`src/rtl/cla8_seq_addsub.sv`:
```
// Multi-cycle WIDTH-bit add/subtract that time-shares a single 8-bit carry-lookahead adder,
// processing one byte per cycle LSB first with a registered inter-chunk carry.

module cla8 (
  input  logic [7:0] a_i,
  input  logic [7:0] b_i,
  input  logic       cin_i,
  output logic [7:0] sum_o,
  output logic       cout_o
);
  logic [7:0] g;
  logic [7:0] p;
  logic [8:0] c;

  assign g = a_i & b_i;
  assign p = a_i ^ b_i;

  // Carry into bit n as a flat sum of products over generate/propagate terms.
  function automatic logic lookahead(input logic [7:0] gen, input logic [7:0] prop,
                                     input logic cin, input int n);
    logic acc;
    logic run;
    acc = 1'b0;
    run = 1'b1;
    for (int j = n - 1; j >= 0; j--) begin
      acc = acc | (run & gen[j]);
      run = run & prop[j];
    end
    return acc | (run & cin);
  endfunction

  assign c[0] = cin_i;

  for (genvar gi = 0; gi < 8; gi++) begin : g_bit
    assign c[gi+1]   = lookahead(g, p, cin_i, gi + 1);
    assign sum_o[gi] = p[gi] ^ c[gi];
  end

  assign cout_o = c[8];
endmodule

module cla8_seq_addsub #(
  parameter int WIDTH = 32
) (
  input  logic             clk,
  input  logic             rst,
  input  logic             in_valid,
  output logic             in_ready,
  input  logic             op_sub,
  input  logic [WIDTH-1:0] a,
  input  logic [WIDTH-1:0] b,
  output logic             out_valid,
  input  logic             out_ready,
  output logic [WIDTH-1:0] sum,
  output logic             cout,
  output logic             ovf,
  output logic             zero
);
  localparam int NCHUNK = WIDTH / 8;
  localparam int CNT_W  = (NCHUNK > 1) ? $clog2(NCHUNK) : 1;

  typedef enum logic [1:0] {IDLE, RUN, DONE} state_t;

  state_t             state_q, state_d;
  logic [WIDTH-1:0]   a_sh_q, a_sh_d;
  logic [WIDTH-1:0]   b_sh_q, b_sh_d;
  logic [WIDTH-1:0]   res_q, res_d;
  logic               carry_q, carry_d;
  logic [CNT_W-1:0]   cnt_q, cnt_d;
  logic               a_msb_q, a_msb_d;
  logic               b_msb_q, b_msb_d;
  logic [WIDTH-1:0]   sum_q, sum_d;
  logic               cout_q, cout_d;
  logic               ovf_q, ovf_d;
  logic               zero_q, zero_d;

  logic [WIDTH-1:0]   b_prime;
  logic [7:0]         cla_sum;
  logic               cla_cout;
  logic [WIDTH-1:0]   byte_ext;
  logic [WIDTH-1:0]   res_next;

  assign b_prime = op_sub ? ~b : b;

  cla8 u_cla8 (
    .a_i    (a_sh_q[7:0]),
    .b_i    (b_sh_q[7:0]),
    .cin_i  (carry_q),
    .sum_o  (cla_sum),
    .cout_o (cla_cout)
  );

  // New byte enters at the top so after NCHUNK passes the result is in place.
  always_comb begin
    byte_ext      = '0;
    byte_ext[7:0] = cla_sum;
    res_next      = (res_q >> 8) | (byte_ext << (WIDTH - 8));
  end

  always_comb begin
    state_d = state_q;
    a_sh_d  = a_sh_q;
    b_sh_d  = b_sh_q;
    res_d   = res_q;
    carry_d = carry_q;
    cnt_d   = cnt_q;
    a_msb_d = a_msb_q;
    b_msb_d = b_msb_q;
    sum_d   = sum_q;
    cout_d  = cout_q;
    ovf_d   = ovf_q;
    zero_d  = zero_q;
    unique case (state_q)
      IDLE: begin
        if (in_valid) begin
          a_sh_d  = a;
          b_sh_d  = b_prime;
          carry_d = op_sub;
          cnt_d   = '0;
          a_msb_d = a[WIDTH-1];
          b_msb_d = b_prime[WIDTH-1];
          state_d = RUN;
        end
      end
      RUN: begin
        res_d   = res_next;
        a_sh_d  = a_sh_q >> 8;
        b_sh_d  = b_sh_q >> 8;
        carry_d = cla_cout;
        cnt_d   = cnt_q + 1'b1;
        if (cnt_q == CNT_W'(NCHUNK - 1)) begin
          sum_d   = res_next;
          cout_d  = cla_cout;
          ovf_d   = (a_msb_q == b_msb_q) && (res_next[WIDTH-1] != a_msb_q);
          zero_d  = (res_next == '0);
          state_d = DONE;
        end
      end
      DONE: begin
        if (out_ready) state_d = IDLE;
      end
      default: state_d = IDLE;
    endcase
  end

  always_ff @(posedge clk) begin
    if (rst) begin
      state_q <= IDLE;
      a_sh_q  <= '0;
      b_sh_q  <= '0;
      res_q   <= '0;
      carry_q <= 1'b0;
      cnt_q   <= '0;
      a_msb_q <= 1'b0;
      b_msb_q <= 1'b0;
      sum_q   <= '0;
      cout_q  <= 1'b0;
      ovf_q   <= 1'b0;
      zero_q  <= 1'b0;
    end else begin
      state_q <= state_d;
      a_sh_q  <= a_sh_d;
      b_sh_q  <= b_sh_d;
      res_q   <= res_d;
      carry_q <= carry_d;
      cnt_q   <= cnt_d;
      a_msb_q <= a_msb_d;
      b_msb_q <= b_msb_d;
      sum_q   <= sum_d;
      cout_q  <= cout_d;
      ovf_q   <= ovf_d;
      zero_q  <= zero_d;
    end
  end

  assign in_ready  = (state_q == IDLE);
  assign out_valid = (state_q == DONE);
  assign sum       = sum_q;
  assign cout      = cout_q;
  assign ovf       = ovf_q;
  assign zero      = zero_q;
endmodule

```
`config.mk`:
```
export PLATFORM = sky130hd
export DESIGN_NAME = cla8_seq_addsub
export DESIGN_NICKNAME = d
export VERILOG_FILES = /design/src/rtl/cla8_seq_addsub.sv
export SDC_FILE = /design/constraint.sdc
export NUM_CORES = 1
export LEC_CHECK = 0
export ABC_AREA = 1
export CORE_UTILIZATION = 47
export DETAILED_ROUTE_END_ITERATION = 10
export GPL_ROUTABILITY_DRIVEN = 0
export GPL_TIMING_DRIVEN = 0
export PLACE_DENSITY = 0.82
export SYNTH_ARGS = -nofsm -noshare
export SYNTH_HDL_FRONTEND = slang
export SYNTH_SLANG_ARGS = --single-unit
```
`constraint.sdc`:
```
create_clock -name clk -period 2 [get_ports clk]
set_clock_uncertainty 0.2 [all_clocks]
set_input_delay 0.4 -clock clk [delete_from_list [all_inputs] [get_ports clk]]
set_output_delay 0.4 -clock clk [all_outputs]
set_load 0.01 [all_outputs]
```
* After elaboration in Yosys (flattened, before gate mapping) *
Index checks and enable logic that the tools add are counted.

word-level totals
  logic and storage cells = 154
  flip-flop bits (word level) = 138
  bits of input ports = 69

operators by class
  $add $sub $neg = 1
  multiplexer cells = 13
  reductions and logical operators = 8
  equality and inequality tests = 8
  bitwise operators = 112

operators with widths
  cell                                                   count
  one-hot mux 32 bit (2 select lines)                    2
  two-way mux 32 bit                                     3
  bitwise AND 1 bit                                      64
  bitwise OR 1 bit                                       36
  zero test 32 bit                                       1
  NOT 32 bit                                             1
  bitwise OR 24 x 32 -> 32 bit                           1
  bitwise AND 8 bit                                      1
  two-way mux 2 bit                                      4
  bitwise XOR 1 bit                                      8
  bitwise XOR 8 bit                                      1
  one-hot mux 2 bit (3 select lines)                     1
  AND reduction 2 bit                                    3
  equality test 2 bit, second input constant             2
  inequality test 2 bit, second input constant           2
  one-hot mux 2 bit (2 select lines)                     1
  AND reduction 3 bit                                    1
  adder 2 x 1 -> 2 bit, second input constant            1
  equality test 2 x 1 -> 1 bit, second input constant    1
  zero test 2 bit                                        1
  inequality test 2 x 1 -> 1 bit, second input constant  1
  one-hot mux 1 bit (2 select lines)                     1
  nonzero test 2 bit                                     1
  equality test 1 bit                                    1
  other kinds (3)                                        3

* Depth between registers and ports, before layout *
Gate-level depths: netlist of run 1.

  depth after elaboration = 13
  depth in mapped cells = 13

* Cells and area by module *
Synthesis of run 1 repeated with hierarchy kept, for this count alone.

second synthesis, totals
  cell total of the unflattened synthesis = 777
  area, all modules = 5836.8 µm²

modules (own cells, without submodules)
  module           cells an instance  times used  area an instance (µm²)  seq. area each (µm²)
  cla8_seq_addsub  706                1           5417.7                  2602.5
  cla8             71                 1           419.2                   0.0

* Worst setup path before layout of run 1 *
Ideal clock, no wire load.

  path type = reg2reg
  start = register a_sh_q[4]
  end = register ovf_q (netlist: ovf)
  stages on the path, launching flop included = 14
  data required time = 1685 ps
  path buffers = 1
  arrival time = 1534 ps
  clock period less this slack = 1850 ps
  slack = 150 ps
  path through = dfxtp_1 ha_1 buf_2 nand2_1 nor2_1 nand3_1 nand2_1 inv_1 nand4_1 nand2_1 nand3_1 nand2_1 o21ai_0 inv_1

between the ends
  word-level cells in the longest chain between the ends = 12

ends and longest elaborated chain
  element                                                      line    RTL
  start, declared                                              65      logic [WIDTH-1:0] a_sh_q, a_sh_d;
  start signal, assigned                                       162     a_sh_q <= a_sh_d;
  bitwise AND 8 bit or bitwise XOR 8 bit (tied branches)       15, 16
  bitwise AND 1 bit (on tied branches)                         26, 27
  bitwise OR 1 bit, or another cell as far along (4 in a row)  26      acc = acc | (run & gen[j]);
  bitwise OR 1 bit or bitwise AND 1 bit (tied branches)        26, 29
  bitwise OR 1 bit *                                           29      return acc | (run & cin);
  bitwise XOR 1 bit *                                          36      assign sum_o[gi] = p[gi] ^ c[gi];
  bitwise OR 24 x 32 -> 32 bit *                               97      res_next = (res_q >> 8) | (byte_ext << (WIDTH - 8));
  inequality test 1 bit *                                      134     ovf_d = (a_msb_q == b_msb_q) && (res_next[WIDTH-1] != a_msb_q);
  logical AND 1 bit *                                          134
  end signal, assigned                                         171     ovf_q <= ovf_d;
  end, declared                                                74      logic ovf_q, ovf_d;

Mark *: on every way between the ends. The rest lies on a longest branch, timed or not.
A chain may end at the register's enable or synchronous reset.

* Worst setup path after layout of run 1 *
  start = register b_sh_q[1]
  end = register zero_q (netlist: zero)

between the ends
  word-level cells in the longest chain between the ends = 8

ends and longest elaborated chain
  element                                                 line    RTL
  start, declared                                         66      logic [WIDTH-1:0] b_sh_q, b_sh_d;
  start signal, assigned                                  163     b_sh_q <= b_sh_d;
  bitwise AND 8 bit or bitwise XOR 8 bit (tied branches)  15, 16
  bitwise AND 1 bit (on tied branches)                    26, 27
  bitwise OR 1 bit, or another cell as far along          26
  bitwise OR 1 bit or bitwise AND 1 bit (tied branches)   26, 29
  bitwise OR 1 bit                                        29
  bitwise XOR 1 bit                                       36
  bitwise OR 24 x 32 -> 32 bit *                          97
  zero test 32 bit *                                      135     zero_d = (res_next == '0);
  end signal, assigned                                    172     zero_q <= zero_d;
  end, declared                                           75      logic zero_q, zero_d;

Marks and branches as above.

==> metrics.txt, run 1 <==
fin crit share 104%; FP Rows 40; NumNets Final 1025; Mapped Area 5900 µm²; Gate power share 16.1%; slew margin rel. 57.4%; cell taking the most area after synthesis dfxtp_1; Setup TNS Final -109 ps; Die H 114 µm; register area share after synthesis 44.1%; CORE AREA 12100 µm²; Clk pin slew, worst setup/hold paths 60 ps; commonest non-fill, non-tap cell in the layout nand2_1; critical path peak fanout 8; Sw Ratio 28.3%; EDFF count, synth 0; min Tclk post-route 2090 ps; synth top area cells dfxtp_1 44%, nand2_1 17%, a21oi_1 5.4%; Pins Over Slew Limit 0; predominant post-synthesis flop cell dfxtp_1; port buffer count 103; Critical Path RT 2140 ps; Sequential Power Share 39.1%; Clock Tree Buf Depth 2; Via density 5.45; CTS tree built; YS warnings 0; Hold-fix buffers, CTS 0; Clk pwr share 44.8%; Tot Pwr 7.39 mW; full die area 13000 µm²; total CTS buffers 17; Synth top area share 44.1%; Mapped Cells 812; WL/cell 15.9 µm; # diodes 0; grt ovf 0; failing checks setup timing; Mean Syn Cell Area 7.27 µm²; filler cell count in the final layout 969; Clock Sinks 130; endpoints failing hold 0; initial antenna violation count 0; Yosys reg bits 130; maximum VDD drop 497 µV; synth unique cells 30; CP max-delay cell dfxtp_2; busiest grt layer met2; Max-Cap Viols 0; Net Switching 2.09 mW; largest net degree at the start of global routing 17; ANT nets after route 0; Internal 5.30 mW; Slew @ Worst Pin 639 ps; Post-route DRC 0; crit start category flip-flop; CP dominant cell by count nand2_1; Net Count, Synth 892; area delta synth->final 38.0%; die width 114 µm; Worst Setup Path Type reg -> reg; Hold Path Class in -> reg; PwrDens 907 nW/µm²; Leakage Power 3.37 nW; M1 GR Usage 34.3%; FMAX 478 MHz; largest stage delay on the critical path 370 ps; clk root buf clkbuf_16; drt total wl 17900 µm; final worst setup slack -89.9 ps; Worst-Skew Late Latency 420 ps; wire length of the first global-routing pass 27500 µm; post-synthesis async set-or-reset flop share 0%; WP data arrival 2230 ps; grt met3 use 4.82%; htree depth 4; final setup fails 3; vias 6136; most frequent cells in the layout 253 x nand2_1, 117 x dfxtp_1, 101 x clkdlybuf4s50_1; final core occ 67.3%; initial core utilization 48.8%; vias in the first global route 5768; I/O pin count 106; Setup crit end kind flip-flop; layout cells sized above 1 13.9%; Iteration-0 DRC Markers 536; met2 usage 45.0%; Total GRT Usage 27.2%; DPL Wire Length 11900 µm; worst-path cell chain ha_4 > buf_6 > nand3_1 > nand3_2 > nand2_1 > nand3_1 > nand2_1 > nand2_1 > nor2_1 > nand4_1 > a21oi_1; status finished with violations; RSZ-0062 raised after global routing yes; TritonRoute pass-1 iters 7
## area by class of cell
class                   count  area [µm²]  share of cell area (%)
plain buffers              53         265                    3.26
clock buffers              18         439                    5.39
clock inverters            14         191                    2.35
inverters                  72         277                    3.39
multi-input cells         557        3030                    37.2
flip-flops and latches    130        2620                    32.2
well taps                 168         210                    2.58
repair buffers            114        1110                    13.6
## kinds of logic (layout without fill, tap and decap cells)
| group | count (synthesis) | in the layout | synth area share (%) |
|---|---|---|---|
| buffers and inverters | 125 | 271 | 8.65 |
| flip-flops | 130 | 130 | 44.1 |
| adder cells (fa/ha/maj) | 11 | 11 | 2.46 |
| AO/OA/AOI/OAI | 175 | 175 | 17.2 |
| XOR/XNOR | 33 | 33 | 4.90 |
| AND/OR/NAND/NOR | 338 | 338 | 22.8 |
## Yosys cell counts (4+ instances only)
| master | n |
|---|---|
| nand2_1 | 262 |
| dfxtp_1 | 130 |
| inv_1 | 70 |
| a21oi_1 | 64 |
| o21ai_0 | 40 |
| nor2_1 | 36 |
| o211ai_1 | 33 |
| buf_2 | 30 |
| a31oi_1 | 25 |
| xnor2_1 | 24 |
| nand3_1 | 22 |
| clkbuf_1 | 20 |
| ha_1 | 10 |
| xor2_1 | 9 |
| nand4_1 | 8 |
| a211oi_1 | 4 |
| nor3_1 | 4 |
| o21ai_1 | 4 |
## per-layer routing
metal / part of all wire [%] / wire, µm
met3: 7.1 / 1280
met1: 41 / 7430
met2: 48 / 8560
met4: 3.8 / 673
met5: 0 / 0
## worst max-delay path, delay by kind of cell, from the launching register on
family                   cells  cell delay (ps)
buffers and inverters        1              130
AO/OA/AOI/OAI                1              190
AND/OR/NAND/NOR              8              910
flip-flops                   1              370
adder cells (fa/ha/maj)      1              210
## power groups by stage
stage	registers (mW)	clock network, mW	logic, mW
2_1_floorplan	2.87	0	0.649
3_3_place_gp	2.91	0	0.975
3_5_place_dp	2.91	0	0.994
4_1_cts	2.86	3.29	1.05
5_1_grt	2.90	3.41	1.29
6_report	2.89	3.31	1.19
## repair_timing
action | 4_1_cts | 5_1_grt
gates cloned | 0 | 0
pin swaps | 8 | 25
resized for setup | 21 | 59
buffers inserted | 5 | 6
setup endpoints to repair | 8 | 55
endpoints found under the hold margin | 0 | 0
## path summary, 6_finish.rpt
path | start | end | slack (ps) | depth (start not counted)
setup / recovery | b_sh_q[1] | zero | -90 | 11
setup reg to reg | b_sh_q[1] | zero | -90 | 11
hold / removal | rst | res_q[16] | 110 | 2
hold reg to reg | a_sh_q[26] | a_sh_q[26] | 260 | 2
## sequential cells by signal, indices dropped and copies added, names as in the netlist
name,flops
a_msb_q,1
sum,32
b_sh_q,32
res_q,24
cout,1
a_sh_q,32
zero,1
carry_q,1
ovf,1
state_q,2
cnt_q,2
b_msb_q,1
## through the flow
step	setup WS (ps)	instances	hold WS (ps)	area, µm²
2_1_floorplan	150	812	233	5900
3_3_place_gp	-199	1083	250	7150
3_5_place_dp	-203	1083	256	7150
4_1_cts	6.68	1120	117	7880
5_1_grt	-263	1126	126	8150
6_report	-89.9	1126	106	8150
Power figures use the tool's default switching activity.
==> run 2: changes to the inputs <==
- CORE_MARGIN: not set -> 3
- SKIP_CTS_REPAIR_TIMING: not set -> 1
==> metrics.txt, run 2 (synthesis gave the netlist of run 1 again) <==
status finished with violations; failing checks setup timing; placed cell areas 7150 µm²; Critical Path RT 2150 ps; ANT nets after route 0; Cells after DPL 1083; Clock Sinks 130; filler cell count in the final layout 976; total CTS buffers 17; # diodes 0; layout cells sized above 1 10.8%; clk root buf clkbuf_16; Pins Over Slew Limit 0; fin cells 1118; Via density 5.32; critical path peak fanout 3; fin crit share 109%; Setup crit end kind flip-flop; Die H 118 µm; wire length of the first global-routing pass 27400 µm; Hold Path Class in -> reg; CORE AREA 12200 µm²; maximum VDD drop 500 µV; die width 118 µm; Tot Pwr 7.19 mW; FMAX 460 MHz; full die area 13900 µm²; Clock Tree Buf Depth 2; most frequent cells in the layout 256 x nand2_1, 122 x dfxtp_1, 101 x clkdlybuf4s50_1; largest net degree at the start of global routing 17; port buffer count 103; WP data arrival 2320 ps; final worst setup slack -173 ps; PwrDens 907 nW/µm²; TritonRoute pass-1 iters 6; grt ovf 0; Slew @ Worst Pin 613 ps; final setup fails 4; Iteration-0 DRC Markers 649; I/O pin count 106; slew margin rel. 59.2%; RSZ-0062 raised after global routing yes; CTS tree built; NumNets Final 1017; Worst Setup Path Type reg -> reg; Post-route DRC 0; Setup TNS Final -288 ps; htree depth 4; Max-Cap Viols 0; area delta synth->final 34.2%; min Tclk post-route 2170 ps; final design area excluding fillers 7930 µm²; endpoints failing hold 0; final core occ 65.2%; Clk pin slew, worst setup/hold paths 60 ps; DPL Wire Length 12000 µm; Multi-input gate area 2890 µm²; register area 2620 µm²; vias in the first global route 5604; vias 5949; Leakage Power 3.31 nW; Total GRT Usage 24.4%; drt total wl 17200 µm; crit start category flip-flop; Worst-Skew Late Latency 420 ps; FP Rows 40; commonest non-fill, non-tap cell in the layout nand2_1; initial antenna violation count 0; WL/cell 15.3 µm; initial core utilization 48.5%
-- run 2: worst paths after layout --
check	start	endpoint	slack (ps)	cells past startpoint
setup / recovery	carry_q	zero	-170	9
setup reg to reg	carry_q	zero	-170	9
hold / removal	rst	res_q[17]	130	2
hold reg to reg	zero	zero	260	2
-- run 2: per-stage QoR --
stage	setup slack [ps]	hold WS (ps)
final	-173	130
after global routing	-312	136
after CTS	-267	113
after detailed placement	-182	253
after global placement	-178	250
after floorplan	150	233
-- run 2: area by class of cell --
class | count | area share, %
clock inverter | 15 | 2.38
buffer | 53 | 3.33
timing repair buffer | 106 | 13.4
multi-input combinational | 557 | 36.5
tap | 168 | 2.65
clock buffer | 17 | 5.37
inverter | 72 | 3.44
sequential | 130 | 33.0
-- run 2: critical path: stages (launching register included) --
cell	delay [ps]
dfxtp_4	360
inv_4	40
fa_2	590
nor3b_2	240
nand2_1	130
nor2_2	130
nand3_1	80
nor2_1	100
nand4_1	100
a21oi_1	140
-- run 2: where the power goes --
| group | switching, mW | internal (mW) | total [mW] |
|---|---|---|---|
| clock | 1.32 | 1.90 | 3.22 |
| sequential | 0.118 | 2.75 | 2.87 |
| combinational | 0.642 | 0.453 | 1.10 |
-- run 2: layer usage --
| layer | part of all wire [%] | GRT usage [%] | up-vias | routed length, µm |
|---|---|---|---|---|
| li1 | - | - | 2897 | - |
| met1 | 42 | 33.1 | 2748 | 7260 |
| met5 | 0 | 0 | - | 0 |
| met2 | 48 | 38.8 | 265 | 8240 |
| met3 | 7.7 | 5.05 | 39 | 1320 |
| met4 | 2.0 | 7.91 | 0 | 339 |
==> run 3: changes to the inputs <==
- HOLD_SLACK_MARGIN: not set -> 0.15
- SLEW_MARGIN: not set -> 10
==> metrics.txt, run 3 (synthesis gave the netlist of run 1 again) <==
status finished with violations; failing checks setup timing; Iteration-0 DRC Markers 560; I/O pin count 106; Post-route DRC 0; Slew @ Worst Pin 618 ps; full die area 13900 µm²; largest stage delay on the critical path 590 ps; Pins Over Slew Limit 0; Leakage Power 3.31 nW; DPL Wire Length 12000 µm; Die H 118 µm; Critical Path RT 2150 ps; final core occ 65.2%; Hold Crit Endpoint res_q[17]; Max-Cap Viols 0; endpoints failing hold 0; cell family with most CP delay simple AND/OR/NAND/NOR gates; Clock Tree Buf Depth 2; slew margin rel. 58.8%; drt total wl 17200 µm; Hold Startpoint rst; final design area excluding fillers 7930 µm²; Setup TNS Final -226 ps; worst-path cell chain inv_4 > fa_2 > nor3b_2 > nand2_1 > nor2_2 > nand3_1 > nor2_1 > nand4_1 > a21oi_1; FMAX 465 MHz; Hold Path Class in -> reg; reg2reg setup slack -150 ps; Critical R2R Launch carry_q; area delta synth->final 34.2%; filler cell count in the final layout 976; initial antenna violation count 0; layout cells sized above 1 10.8%; crit start category flip-flop; final setup fails 3; Clock Sinks 130; largest net degree at the start of global routing 17; most frequent cells in the layout 256 x nand2_1, 122 x dfxtp_1, 101 x clkdlybuf4s50_1; wire length of the first global-routing pass 27400 µm; Total GRT Usage 24.4%; die width 118 µm; Clk pin slew, worst setup/hold paths 60 ps; critical path peak fanout 3; vias in the first global route 5604; Hold WS 126 ps; Setup crit end kind flip-flop; Via density 5.31; ANT nets after route 0; NumNets Final 1017; commonest non-fill, non-tap cell in the layout nand2_1; placed cell areas 7150 µm²; PwrDens 908 nW/µm²; TritonRoute pass-1 iters 6; htree depth 4; CP max-delay cell fa_2; RSZ-0062 raised after global routing yes; CORE AREA 12200 µm²; CTS tree built; min Tclk post-route 2150 ps; total CTS buffers 17; grt ovf 0; WP data arrival 2300 ps; FP Rows 40; fin cells 1118; vias 5941; clk root buf clkbuf_16; Worst Setup Path Type reg -> reg; final worst setup slack -151 ps; number of cells on the worst hold path 2; Cells after DPL 1083; reg2reg end zero; fin crit share 108%; Worst-Skew Late Latency 430 ps; initial core utilization 48.5%; # diodes 0; maximum VDD drop 501 µV; cell depth of the worst flop-to-flop path 9; port buffer count 103; WL/cell 15.4 µm; WP buf/inv 1
## run 3: cell counts in the layout (fill, tap and decap cells not counted)
No cell type changed its count.
## run 3: per-layer routing
| metal | part of all wire [%] | track usage [%] | vias up |
|---|---|---|---|
| li1 | - | - | 2896 |
| met1 | 42 | 33.1 | 2751 |
| met2 | 48 | 38.8 | 248 |
| met3 | 7.7 | 5.05 | 46 |
| met4 | 2.5 | 7.91 | 0 |
| met5 | 0 | 0 | - |
## run 3: worst max-delay path by stage
stage | from | depth (start not counted) | end
floorplan | a_sh_q[4] | 13 | ovf
global placement | in_valid | 8 | a_sh_q[22]
detailed placement | in_valid | 8 | a_sh_q[23]
CTS | a_sh_q[0] | 9 | zero
global route | carry_q | 9 | zero
finish | carry_q | 9 | zero
## run 3: layout make-up
type / instances / area, µm² / area share, %
Multi-Input combinational cell: 557 / 2890 / 36.5
Sequential cell: 130 / 2620 / 33.0
Timing Repair Buffer: 106 / 1060 / 13.4
Clock buffer: 17 / 425 / 5.37
Inverter: 72 / 273 / 3.44
Buffer: 53 / 264 / 3.33
Tap cell: 168 / 210 / 2.65
Clock inverter: 15 / 189 / 2.38
## run 3: power breakdown
part | switching [mW] | internal (mW) | total [mW]
sequential | 0.117 | 2.75 | 2.87
combinational | 0.643 | 0.453 | 1.10
clock | 1.34 | 1.90 | 3.24
total | 2.10 | 5.10 | 7.20
## run 3: per-stage QoR
step	total power, mW	setup WS, ps
6_report	7.20	-151
5_1_grt	7.43	-312
4_1_cts	7.07	-267
3_5_place_dp	3.90	-182
3_3_place_gp	3.88	-178
2_1_floorplan	3.52	150
